==> src/rtl/stopwatch_counter.sv <==
// stopwatch_counter
//   Counts 1 ms strobes into a BCD mm:ss.cc time value with run/pause/clear
//   control and a lap (display freeze) function. Feeds the 7-segment driver.
//
//   State table:
//   state   | meaning
//   S_IDLE  | time is zero, counting stopped
//   S_RUN   | counting 1 ms strobes
//   S_PAUSE | counting stopped, value held
//
// Ports:
//   I_CLK      system clock
//   I_RST      asynchronous, active-high reset
//   I_EN_1MS   single-cycle 1 ms strobe
//   I_START    start/pause toggle pulse
//   I_CLEAR    zero-the-time pulse (ignored while running)
//   I_LAP      lap freeze/release toggle pulse
//   O_CS_L .. O_MIN_H   displayed BCD digits
//   O_RUN      high while running
//   O_LAP      high while the display is frozen
//   O_OVF      one-cycle pulse on wrap 59:59.99 -> 00:00.00
module stopwatch_counter #(
   parameter int MS_PER_TICK = 10
) (
   input  logic       I_CLK,
   input  logic       I_RST,
   input  logic       I_EN_1MS,
   input  logic       I_START,
   input  logic       I_CLEAR,
   input  logic       I_LAP,
   output logic [3:0] O_CS_L,
   output logic [3:0] O_CS_H,
   output logic [3:0] O_SEC_L,
   output logic [3:0] O_SEC_H,
   output logic [3:0] O_MIN_L,
   output logic [3:0] O_MIN_H,
   output logic       O_RUN,
   output logic       O_LAP,
   output logic       O_OVF
);

   typedef enum logic [1:0] {S_IDLE, S_RUN, S_PAUSE} state_t;

   // Digit packing, MSB first: {MIN_H, MIN_L, SEC_H, SEC_L, CS_H, CS_L}
   localparam logic [23:0] DIGIT_MAX  = 24'h595999;
   localparam logic [7:0]  PRESC_LAST = 8'(MS_PER_TICK - 1);

   state_t      state_q, state_d;
   logic [7:0]  presc_q, presc_d;
   logic [23:0] cnt_q, cnt_d;
   logic [23:0] disp_q, disp_d;
   logic        lap_q, lap_d;
   logic        ovf_q, ovf_d;
   logic        clear_acc;
   logic        count_en;
   logic        tick;
   logic        carry;
   logic        snap;

   always_comb begin
      state_d   = state_q;
      clear_acc = 1'b0;
      case (state_q)
         S_IDLE: begin
            if (I_CLEAR)      clear_acc = 1'b1;
            else if (I_START) state_d   = S_RUN;
         end
         S_RUN: begin
            if (I_START) state_d = S_PAUSE;
         end
         S_PAUSE: begin
            if (I_CLEAR) begin
               clear_acc = 1'b1;
               state_d   = S_IDLE;
            end else if (I_START) begin
               state_d = S_RUN;
            end
         end
         default: state_d = S_IDLE;
      endcase
   end

   // Counting looks at the registered state only, so a strobe in the cycle
   // that pauses still counts and one in the cycle that starts does not.
   assign count_en = (state_q == S_RUN) && I_EN_1MS;

   always_comb begin
      presc_d = presc_q;
      cnt_d   = cnt_q;
      tick    = 1'b0;
      if (clear_acc) begin
         presc_d = '0;
         cnt_d   = '0;
      end else if (count_en) begin
         if (presc_q == PRESC_LAST) begin
            presc_d = '0;
            tick    = 1'b1;
         end else begin
            presc_d = presc_q + 8'd1;
         end
      end
      // Ripple carry through all six digits in one cycle; a carry out of
      // MIN_H is the wrap.
      carry = tick;
      for (int i = 0; i < 6; i++) begin
         if (carry) begin
            if (cnt_q[4*i +: 4] == DIGIT_MAX[4*i +: 4]) begin
               cnt_d[4*i +: 4] = 4'd0;
            end else begin
               cnt_d[4*i +: 4] = cnt_q[4*i +: 4] + 4'd1;
               carry           = 1'b0;
            end
         end
      end
      ovf_d = carry;
   end

   always_comb begin
      lap_d = lap_q;
      snap  = 1'b0;
      if (clear_acc) begin
         lap_d = 1'b0;
      end else if (I_LAP) begin
         if (lap_q) begin
            lap_d = 1'b0;
         end else if (state_q == S_RUN) begin
            lap_d = 1'b1;
            snap  = 1'b1;
         end
      end
      // Display loads the next internal value so a tick shows one cycle
      // after the strobe that completed it.
      disp_d = (!lap_d || snap) ? cnt_d : disp_q;
   end

   always_ff @(posedge I_CLK or posedge I_RST) begin
      if (I_RST) begin
         state_q <= S_IDLE;
         presc_q <= '0;
         cnt_q   <= '0;
         disp_q  <= '0;
         lap_q   <= 1'b0;
         ovf_q   <= 1'b0;
      end else begin
         state_q <= state_d;
         presc_q <= presc_d;
         cnt_q   <= cnt_d;
         disp_q  <= disp_d;
         lap_q   <= lap_d;
         ovf_q   <= ovf_d;
      end
   end

   assign O_CS_L  = disp_q[3:0];
   assign O_CS_H  = disp_q[7:4];
   assign O_SEC_L = disp_q[11:8];
   assign O_SEC_H = disp_q[15:12];
   assign O_MIN_L = disp_q[19:16];
   assign O_MIN_H = disp_q[23:20];
   assign O_RUN   = (state_q == S_RUN);
   assign O_LAP   = lap_q;
   assign O_OVF   = ovf_q;

endmodule

==> config.mk <==
export PLATFORM = sky130hd
export DESIGN_NAME = stopwatch_counter
export DESIGN_NICKNAME = d
export VERILOG_FILES = /design/src/rtl/stopwatch_counter.sv
export SDC_FILE = /design/constraint.sdc
export NUM_CORES = 1
export LEC_CHECK = 0
export BUFFER_PORTS_ARGS = -buffer_cell sky130_fd_sc_hd__buf_2
export CAP_MARGIN = 10
export CORE_ASPECT_RATIO = 0.9
export CORE_MARGIN = 3
export CORE_UTILIZATION = 55
export CTS_BUF_LIST = sky130_fd_sc_hd__clkbuf_2 sky130_fd_sc_hd__clkbuf_4 sky130_fd_sc_hd__clkbuf_8
export DETAILED_ROUTE_END_ITERATION = 10
export PLACE_DENSITY = 0.74
export SLEW_MARGIN = 20
export SYNTH_ARGS = -nofsm -noshare
export SYNTH_HDL_FRONTEND = slang
export SYNTH_SLANG_ARGS = --single-unit
==> constraint.sdc <==
create_clock -name I_CLK -period 1.95 [get_ports I_CLK]
set_input_delay 0.39 -clock I_CLK [delete_from_list [all_inputs] [get_ports I_CLK]]
set_output_delay 0.39 -clock I_CLK [all_outputs]
set_load 0.1 [all_outputs]
# Yosys cells after proc, flatten, opt, wreduce, memory -nomap -nowiden
# Index checks and enable logic that the tools add are counted.
# op_classes
addsub,7
eq_ne,11
muxes,44
n_reduce_logical,7
# ops
cell,count
$mux 4,12
$add 4x1->4 const B,6
$mux 24,1
$mux 8,3
$mux 1,23
$eq 4x4->1 const B,4
$add 8x1->8 const B,1
$eq 4x3->1 const B,2
$eq 8x4->1 const B,1
$mux 2,4
$pmux 2 s3,1
$ne 2x2->1 const B,2
$eq 2x1->1 const B,1
$eq 2x2->1 const B,1
$logic_not 2->1,1
$reduce_and 2->1,1
$reduce_bool 2->1,1
$reduce_or 2->1,1
$logic_and 1x1->1,1
$logic_not 1->1,1
$logic_or 1x1->1,1
# word_totals
reg_bits,60
out_inout_bits,27
word_cells,75

# Logic depth before layout (Yosys ltp)
# Gate-level depths: netlist (run 1).
# depth
depth_word,10
mapped_depth,9

# Worst setup path before layout (run 1)
# Ideal clock, no wire load.
# synth_path
path_type,register -> register
start,reg state_q[0]
end,reg presc_q[7]
arrival_time_ns,2.579
path_slack_ns,-0.712
path_stages_with_launch,6
path_buffers,0
synth_period_minus_slack_ns,2.662
path_cell_list,dfrtp_1 -> nor2b_1 -> o2111ai_1 -> o21ai_0 -> nand2_1 -> o21ai_0
# synth_rtl
element,line_no,source
start: declaration,48,"state_t state_q, state_d;"
start signal: assignment,145,state_q <= state_d;
$eq 2x1->1,--,
named net O_RUN,37,"output logic O_RUN,"
$logic_and 1x1->1,85,assign count_en = (state_q == S_RUN) && I_EN_1MS;
$reduce_bool 2->1 (no line),--,
end signal: assignment,146,presc_q <= presc_d;
end: declaration,49,"logic [7:0] presc_q, presc_d;"
# The timed path passes the listed nets, and every way through them passes these cells.
# A chain may end at the register's enable or synchronous reset.

# Worst setup path after layout (run 1)
# layout_path
start,reg presc_q[7]
end,reg disp_q[6]
# layout_via
elab_chain_cells,6
# layout_rtl
element,line_no,source
$eq 8x4->1,95,if (presc_q == PRESC_LAST) begin
$mux 1,95,
$mux 1,94,end else if (count_en) begin
$mux 1,91,if (clear_acc) begin
$mux 1,106,if (carry) begin
$mux 4,106,
end signal: assignment,148,disp_q <= disp_d;
end: declaration,51,"logic [23:0] disp_q, disp_d;"
# Every way passes these cells.

==> results of run 1 <==
routing by layer:
metal | up-vias | global-route usage [%] | part of all wire (%) | wire length [microns]
li1 | 1323 | - | - | -
met1 | 1373 | 31.9 | 43 | 3260
met2 | 104 | 41.3 | 50 | 3830
met3 | 12 | 6.92 | 5.6 | 426
met4 | 0 | 9.00 | 1.4 | 110
met5 | - | 0 | 0 | 0
report_power, final:
group	internal, mW	leakage, nW	switching (mW)
Clock	0.781	0.113	0.490
Combinational	0.122	0.976	0.331
Sequential	1.27	0.832	0.0153
layout make-up:
class                   instances  share of cell area [%]
clock buffers                  12                    3.80
clock inverters                 4                    1.81
inverters                      11                    1.12
well taps                      67                    2.09
multi-input cells             232                    38.8
repair buffers                 83                    14.9
flip-flops and latches         60                    37.4
per-stage QoR:
stage / area (sq um) / instances / setup TNS (ns) / utilization, %
final: 4010 / 469 / -0.132 / 75.9
after global routing: 4010 / 469 / -1.33 / 75.9
after CTS: 3930 / 469 / -0.0513 / 74.3
after detailed placement: 3610 / 449 / -0.412 / 68.4
after global placement: 3610 / 449 / -0.0628 / 68.4
after floorplan: 3070 / 318 / -0.181 / -
cells in the mapped netlist, types with 2 or more instances:
master     number  area share, %
and2_1          5            1.0
nand4_1         5            1.0
ha_1            2           0.82
a32oi_1         2           0.58
nand2_1        35            4.3
dfrtp_1        60             49
or4bb_1         2           0.74
buf_1           2           0.25
or3_1           3           0.62
o21ai_0        30            4.9
a22oi_1         4           0.99
a31o_2          2           0.58
a31oi_1        11            2.3
nor2_1         25            3.1
a21oi_1        15            2.5
inv_1          11            1.4
and4_1          2           0.58
clkbuf_1       11            1.4
o211ai_1        4           0.99
nand3_1        16            2.6
mux2_2          4            1.5
xnor2_1         3           0.87
nand4bb_1       2           0.74
nand2b_1        7            1.4
nor3b_1         2           0.49
nor4_4          2            1.4
mux2i_1         9            3.0
o31ai_1         2           0.49
nor2b_1         8            1.6
nor3_1          4           0.66
and3_1          3           0.62
o22ai_1         2           0.41
nand3b_1        2           0.49
o2111ai_1       3           0.87
kinds of logic (layout without fill, tap and decap cells):
logic type | Yosys count | after routing | synth area share, %
AOI/OAI and AO/OA | 85 | 85 | 17.6
buffers and inverters | 26 | 110 | 3.38
muxes | 13 | 13 | 4.45
xor gates and xnor gates | 3 | 3 | 0.866
DFF | 60 | 60 | 49.5
adders and majority gates | 2 | 2 | 0.824
and+or+nand+nor | 129 | 129 | 23.5
timing repair:
item,4_1_cts,5_1_grt
pin swaps,4,9
gates resized for setup,9,19
buffers inserted,4,0
endpoints found under the hold margin,0,0
endpoints found under the setup margin,16,37
critical path, cell delays in order, from the launching register on:
cell	delay, ns
dfrtp_1	0.38
or3_4	0.44
or4_4	0.58
or3_4	0.35
a31oi_1	0.17
worst max-delay path by stage:
stage / cells after the start / slack [ns] / end / start
after floorplan: 8 / -0.04 / disp_q[9] / presc_q[1]
after global placement: 6 / -0.03 / disp_q[18] / presc_q[7]
after detailed placement: 6 / -0.08 / disp_q[18] / presc_q[7]
after CTS: 4 / -0.03 / disp_q[6] / presc_q[7]
after global routing: 7 / -0.11 / disp_q[20] / presc_q[7]
final: 4 / -0.05 / disp_q[6] / presc_q[7]
sequential cells by signal, indices dropped and copies added (netlist names):
signal   count
state_q      2
O_OVF        1
cnt_q       24
presc_q      8
O_LAP        1
disp_q      24
==> key figures, run 1 <==
Setup path
  • R2R setup slack: -0.05 ns
  • CP Class: reg2reg
  • CP Data Required Time: ~2.2 ns
  • Critical Path Fanout Max: 5
  • Reg-to-Reg Start: presc_q[7]
  • RR Endpoint: disp_q[6]
  • Reg2reg path depth: 4
  • Worst Path Arrival: 2.26 ns
  • CP Capture Type: flip-flop
  • Startpoint types: flip-flop

Logic synthesis
  • Syn avg cell area: 9.55 sq um
  • Yosys synthesis warning count: 0
  • Ys async rst share: 100%
  • Cell variety after synth: 52
  • Synthesized cell area: 0.00304 sq mm
  • EDFF count, synth: 0
  • Predominant post-synthesis flop cell: dfrtp_1
  • Synthesis-stage register bit count: 60
  • Sequential share of the synthesized area: 49.5%
  • Synthesized instance count: 318
  • Syn Nets: 326

Final layout
  • Share of cells above drive strength 1: 32.8%
  • Filler cells: around 360
  • N_diodes: 0
  • Area Growth Syn to Fin: 32.2%
  • Area taken by multi-input logic gates: 0.00156 sq mm
  • Net count, final: between 400 and 500
  • FF/Latch Area: ~0.0015 sq mm
  • Most frequent cells in the layout: dfrtp_1 (59), buf_4 (43), nand2_1 (35)
  • Leading cell type in the layout, fill and taps excluded: dfrtp_1

GRT
  • Vias in the first global route: 2662
  • Largest net degree at the start of global routing: slightly above 60
  • Initial antenna violation count: 0
  • Grt ovf: 0
  • First-pass GRT wire length: 12.9 mm
  • Gr usage total: 25.2%

Timing
  • RSZ-0062 raised after global routing: true
  • Max Freq: 500 MHz
  • Hold WS: 0.119 ns
  • Final hold violations: 0
  • Setup Viol. Count Final: 7
  • Period utilization: 102%
  • Setup ws final: -0.0484 ns
  • Max-slew headroom: around two thirds
  • Worst Tran Pin Value: 0.491 ns
  • Crit path time final: around 2.0 ns
  • Slew Viols, Final: 0
  • Layout Skew: 0.00923 ns

Floorplan
  • Die X: approximately 84 microns
  • Core Footprint: 0.00529 sq mm
  • Initial core utilization: 57.4%
  • Die footprint: 0.00645 sq mm
  • # rows: 25
  • Io pins: 33
  • Die height: 76.5 microns

Status
  • Status: finished with violations
  • Failing checks: negative setup slack

Route
  • Residual DRC: 0
  • Total number of vias: ~2800
  • DRT Wirelength: 7.62 mm
  • Post-route ant nets: 0
  • DR WL/cell: between 15 and 20 microns
  • First-pass detailed-route iteration total: 5
  • 1st-iter DRT viols: 136
  • Avg Vias per Cell: between 5 and 6

Job
  • MaxCap Viol Count: 0

Min path
  • HP Class: in2async

Clock network
  • Num CTS Buffers: 9
  • CTS Root Cell: clkbuf_8
  • Clk Latency, worst-skew pair: between 0.3 and 0.4 ns
  • CTS tree: built
  • CTS clk-pin slew, worst paths: 0.07 ns
  • Sink Count: 60
  • Cts hold-fix bufs: 0
  • Clk buf depth: 2
  • Number of H-tree levels: 3

Pwr
  • Final Power: 3.01 mW
  • Leak pwr: 1.92 nW
  • VDD IR max: 0.000650 V
  • PD cells: 751 mW/mm^2

Place
  • IO Port Bufs: 32
  • Hpwl dp: around 5.0 mm
  • Final GP Congestion: about 0.80
  • Setup WS pre-CTS: -0.0777 ns
No activity file was read; power rests on OpenSTA's default activity.
==> run 2, diff against run 1 <==
CORE_UTILIZATION = 53   (was 55)
CTS_BUF_LIST = not set   (was sky130_fd_sc_hd__clkbuf_2 sky130_fd_sc_hd__clkbuf_4 sky130_fd_sc_hd__clkbuf_8)
MAX_ROUTING_LAYER = met4   (was not set)
PLACE_DENSITY = 0.72   (was 0.74)
==> run 2 against run 1 <==
Effect of this change:
- the run now ends clean
- non-clock buffer count rose by 10
- global-route usage rose by 1.2 points
- clock power fell by 12%
- final cell count up 1.9%
- sequential power about the same
- utilization shrank 0.60 points
- via count is 0.92% lower
- total power is 4.6% lower
- combinational power is 3% higher
- largest power group unchanged
- highest routed layer unchanged
- sequential share of layout area decreased by 0.36 points
- clock skew decreased by 0.0019 ns
==> key figures, run 2 (synthesis results as in run 1) <==
Timing
  • Crit path time final: about 2 ns
  • Final hold violations: 0
  • Max Freq: slightly above 500 MHz
  • Setup tns final: 0 ns
  • Setup Viol. Count Final: 0
  • Period utilization: 99.6%
  • Max-slew headroom: 65.1%
  • RSZ-0062 raised after global routing: true
  • Layout Skew: 0.00732 ns
  • Slew Viols, Final: 0
  • Worst Tran Pin Value: 0.522 ns

Route
  • 1st-iter DRT viols: 183
  • Total number of vias: 2786
  • Post-route ant nets: 0
  • Residual DRC: 0
  • First-pass detailed-route iteration total: 4
  • DR WL/cell: 16.6 microns
  • DRT Wirelength: roughly 8.0 mm
  • Avg Vias per Cell: 5.83

Floorplan
  • Die X: 85.8 microns
  • Die footprint: between 0.006 and 0.007 sq mm
  • Io pins: 33
  • Die height: 77.8 microns
  • Initial core utilization: 56.4%
  • # rows: 25
  • Core Footprint: roughly 0.0054 sq mm

Clock network
  • CTS clk-pin slew, worst paths: 0.07 ns
  • Number of H-tree levels: 3
  • Clk buf depth: 2
  • Clk Latency, worst-skew pair: approximately 0.35 ns
  • CTS tree: built
  • CTS Root Cell: clkbuf_8
  • Sink Count: 60
  • Cts hold-fix bufs: 0
  • Num CTS Buffers: 9

GRT
  • Vias in the first global route: between 2000 and 3000
  • Grt ovf: 0
  • Gr usage total: 26.3%
  • Initial antenna violation count: 0
  • Largest net degree at the start of global routing: 26
  • First-pass GRT wire length: between 10 and 15 mm

Pwr
  • Leak pwr: about 1.9 nW
  • Final Power: 2.88 mW
  • VDD IR max: about 0.00056 V
  • PD cells: 710 mW/mm^2

Setup path
  • Crit path to: disp_q[9]
  • Reg2reg path depth: 6
  • Critical Path Start: presc_q[7]
  • CP Capture Type: flip-flop
  • Critical Path Fanout Max: 4
  • Reg-to-Reg Start: presc_q[7]
  • R2R setup slack: 0.008 ns
  • CP Data Required Time: 2.22 ns
  • Worst Path Arrival: 2.21 ns
  • CP Class: reg2reg
  • RR Endpoint: disp_q[9]
  • Startpoint types: flip-flop

Final layout
  • FF/Latch Area: 0.00150 sq mm
  • Area taken by multi-input logic gates: 0.00157 sq mm
  • Regs by FF count: cnt_q (24), disp_q (24), presc_q (8)
  • Final Cell Area: just over 0.004 sq mm
  • Share of cells above drive strength 1: 35.3%
  • N_diodes: 0
  • Area Growth Syn to Fin: 33.5%
  • Leading cell type in the layout, fill and taps excluded: dfrtp_1
  • Final Util: 75.3%
  • Most frequent cells in the layout: dfrtp_1 (59), buf_4 (53), nand2_1 (35)
  • Net count, final: 415
  • Filler cells: 401

Place
  • Hpwl dp: 5.60 mm
  • IO Port Bufs: 32
  • DP Area: 0.00369 sq mm
  • Final GP Congestion: 0.867

Status
  • Status: finished clean

Job
  • MaxCap Viol Count: 0

Min path
  • HP Class: in2async
## run 2: cell types whose count changed in the layout (fill, tap and decap cells not counted), moves of 2 or more
cell | before | now
nor2_2 | 1 | 3
a31oi_1 | 11 | 9
a31oi_4 | 0 | 2
buf_4 | 43 | 53
clkinv_2 | 1 | 3
buf_12 | 3 | 1
buf_6 | 5 | 7
o21ai_0 | 27 | 25
## run 2: how the worst min path moves through the flow
stage / slack [ns] / end / from / cells after the start
final: 0.08 / presc_q[7] / I_RST / 2
after global routing: 0.11 / disp_q[21] / I_RST / 2
after CTS: 0.08 / disp_q[21] / I_RST / 2
after detailed placement: 0.46 / presc_q[2] / I_RST / 2
after global placement: 0.45 / presc_q[6] / I_RST / 2
after floorplan: 0.45 / presc_q[7] / presc_q[7] / 1
## run 2: area by class of cell
class / instances / share of cell area, %
Timing Repair Buffer: 93 / 16.3
Clock inverter: 5 / 1.30
Multi-Input combinational cell: 232 / 38.8
Sequential cell: 60 / 37.1
Tap cell: 67 / 2.07
Clock buffer: 10 / 3.40
Inverter: 11 / 1.11
## run 2: metal layers
| layer | vias up | global-route usage [%] | wire length (microns) |
|---|---|---|---|
| li1 | 1334 | - | - |
| met1 | 1383 | 33.7 | 3570 |
| met2 | 59 | 41.9 | 3970 |
| met3 | 10 | 6.69 | 324 |
| met4 | 0 | 6.96 | 85 |
| met5 | - | - | 0 |
## run 2: per-stage QoR
| step | hold slack [ns] | cells | setup slack (ns) |
|---|---|---|---|
| finish | 0.0791 | 478 | 0.00768 |
| global route | 0.110 | 478 | -0.0929 |
| CTS | 0.0845 | 476 | -0.0303 |
| detailed placement | 0.463 | 461 | -0.0849 |
| global placement | 0.449 | 461 | -0.00849 |
| floorplan | 0.450 | 318 | -0.0402 |
## run 2: timing repair
item	CTS	global route
buffers inserted	0	2
endpoints found under the setup margin	20	42
resized for setup	7	29
pin swaps	7	10
## run 2: report_power, final
| part | internal [mW] | switching (mW) |
|---|---|---|
| combinational | 0.126 | 0.341 |
| sequential | 1.27 | 0.0172 |
| clock | 0.610 | 0.507 |
## run 2: critical path, cell delays in order (launching register included)
cell and delay (ns):
dfrtp_1 0.38, or3_4 0.43, nor4_4 0.27, buf_4 0.16, nand2_2 0.05, or4_4 0.43, a31oi_1 0.15
==> run 3, diff against run 2 <==
CELL_PAD_IN_SITES_DETAIL_PLACEMENT = 0   (was not set)
CELL_PAD_IN_SITES_GLOBAL_PLACEMENT = 1   (was not set)
CORE_UTILIZATION = 41   (was 53)
CTS_BUF_LIST = sky130_fd_sc_hd__clkbuf_16   (was not set)
==> run 3 against run 2 <==
Effect of this change:
- the run now ends with negative setup slack left
- sequential cell count unchanged
- die area increased by 27%
- clock-buffer cell count decreased by 1
- maximum frequency decreased by 3.1%
- register-to-register slack got worse by 0.06 ns
- critical endpoint is now disp_q[10]
- largest cell class unchanged
==> key figures, run 3 (synthesis results as in run 1) <==
Timing
  • Max-slew headroom: 64.7%
  • RSZ-0062 raised after global routing: true
  • Period utilization: 103%
  • Slew Viols, Final: 0
  • Max Freq: around 500 MHz
  • Worst Tran Pin Value: about 0.53 ns
  • Setup Viol. Count Final: 5
  • Layout Skew: 0.00427 ns
  • Setup tns final: -0.164 ns
  • Hold WS: 0.131 ns
  • Setup ws final: -0.0547 ns
  • Crit path time final: between 2 and 2.5 ns
  • Final hold violations: 0

Route
  • DRT Wirelength: 7.74 mm
  • 1st-iter DRT viols: 159
  • Residual DRC: 0
  • Avg Vias per Cell: between 5 and 6
  • DR WL/cell: 15.4 microns
  • Post-route ant nets: 0
  • Total number of vias: 2715
  • First-pass detailed-route iteration total: 4

Min path
  • HP Class: in2async

Clock network
  • CTS clk-pin slew, worst paths: about 0.060 ns
  • CTS Root Cell: clkbuf_16
  • Num CTS Buffers: 9
  • Clk buf depth: 2
  • CTS tree: built
  • Clk Latency, worst-skew pair: 0.33 ns
  • Number of H-tree levels: 3
  • Sink Count: 60
  • Cts hold-fix bufs: 0

Final layout
  • Area Growth Syn to Fin: 37.5%
  • Regs by FF count: cnt_q (24), disp_q (24), presc_q (8)
  • Most frequent cells in the layout: dfrtp_1 (59), buf_4 (49), nand2_1 (35)
  • Net count, final: 412
  • Final Cell Area: approximately 0.0042 sq mm
  • N_diodes: 0
  • Final Util: 58.7%
  • Share of cells above drive strength 1: between 30% and 40%
  • Leading cell type in the layout, fill and taps excluded: dfrtp_1

GRT
  • Vias in the first global route: 2522
  • First-pass GRT wire length: 12.5 mm
  • Grt ovf: 0
  • Initial antenna violation count: 0
  • Gr usage total: 19.0%
  • Largest net degree at the start of global routing: just over 60

Setup path
  • CP Capture Type: flip-flop
  • Startpoint types: flip-flop
  • Worst Path Arrival: about 2.2 ns
  • Critical Path Fanout Max: 5
  • CP Class: reg2reg
  • CP Data Required Time: 2.16 ns
  • Reg-to-Reg Start: presc_q[5]
  • Critical Path Start: presc_q[5]

Job
  • MaxCap Viol Count: 0

Status
  • Status: finished with violations
  • Failing checks: negative setup slack

Place
  • Hpwl dp: between 5 and 6 mm
  • IO Port Bufs: 32
  • Setup WS pre-CTS: -0.0813 ns
  • Final GP Congestion: 0.834
  • DP Area: approximately 0.0037 sq mm

Pwr
  • Leak pwr: around 2 nW
  • VDD IR max: 0.000418 V
  • PD cells: about 800 mW/mm^2

Floorplan
  • Die X: 96.7 microns
  • Core Footprint: a little over 0.007 sq mm
  • Initial core utilization: 42.7%
  • # rows: 29
  • Die height: just under 90 microns
  • Io pins: 33
  • Die footprint: 0.00847 sq mm
run 3: cell types whose count changed in the layout (fill, tap and decap cells not counted), moves of 2 or more:
cell / previous run / this run
clkbuf_8: 10 / 0
clkbuf_16: 0 / 9
buf_4: 53 / 49
nand3_2: 3 / 0
a31oi_1: 9 / 11
a31oi_4: 2 / 0
buf_2: 31 / 33
clkinv_2: 3 / 1
clkinv_4: 0 / 2
nand3_4: 0 / 2
o21ai_0: 25 / 27
xnor2_1: 1 / 3
xnor2_2: 2 / 0
run 3: final timing paths:
path                               to  slack, ns  depth (start not counted)
max in group asynchronous       O_LAP       1.50                          3
min in group I_CLK         state_q[0]       0.34                          2
hold / removal             presc_q[2]       0.13                          3
hold reg to reg             disp_q[3]       0.50                          1
setup reg to reg           disp_q[10]      -0.05                          5
setup / recovery           disp_q[10]      -0.05                          5
run 3: metrics by stage:
step / std cells / total power, mW
finish: 502 / 3.34
global route: 502 / 3.47
CTS: 496 / 3.37
detailed placement: 480 / 1.76
global placement: 480 / 1.76
floorplan: 318 / 1.62
run 3: routing by layer:
metal  GRT usage [%]  share of wire (%)  vias up
met5               -                  0        -
met3            4.06                3.8       11
met2            30.1                 48       60
li1                -                  -     1336
met4            7.53                1.4        0
met1            24.0                 47     1308
run 3: power breakdown:
part	total [mW]	switching (mW)	internal [mW]	leakage, nW
logic	0.452	0.333	0.119	1.02
registers	1.29	0.0167	1.28	0.832
clock network	1.60	0.605	0.994	0.142
run 3: layout make-up:
type | count | area, sq um
well taps | 93 | 116
flip-flops and latches | 60 | 1500
clock inverters | 7 | 76.3
clock buffers | 9 | 225
repair buffers | 90 | 641
fillers | 638 | 2940
inverters | 11 | 45.0
multi-input cells | 232 | 1570
run 3: timing repair:
| item | in CTS | in global routing |
|---|---|---|
| setup endpoints to repair | 19 | 38 |
| gates cloned | 0 | 1 |
| setup buffers | 0 | 5 |
| pin swaps | 5 | 18 |
| resized for setup | 6 | 26 |
run 3: worst max-delay path, stage by stage (launching register included):
cell	delay, ns
dfrtp_1	0.38
or3_4	0.44
or4_4	0.61
nor3_4	0.15
nor2_1	0.06
a221o_1	0.25
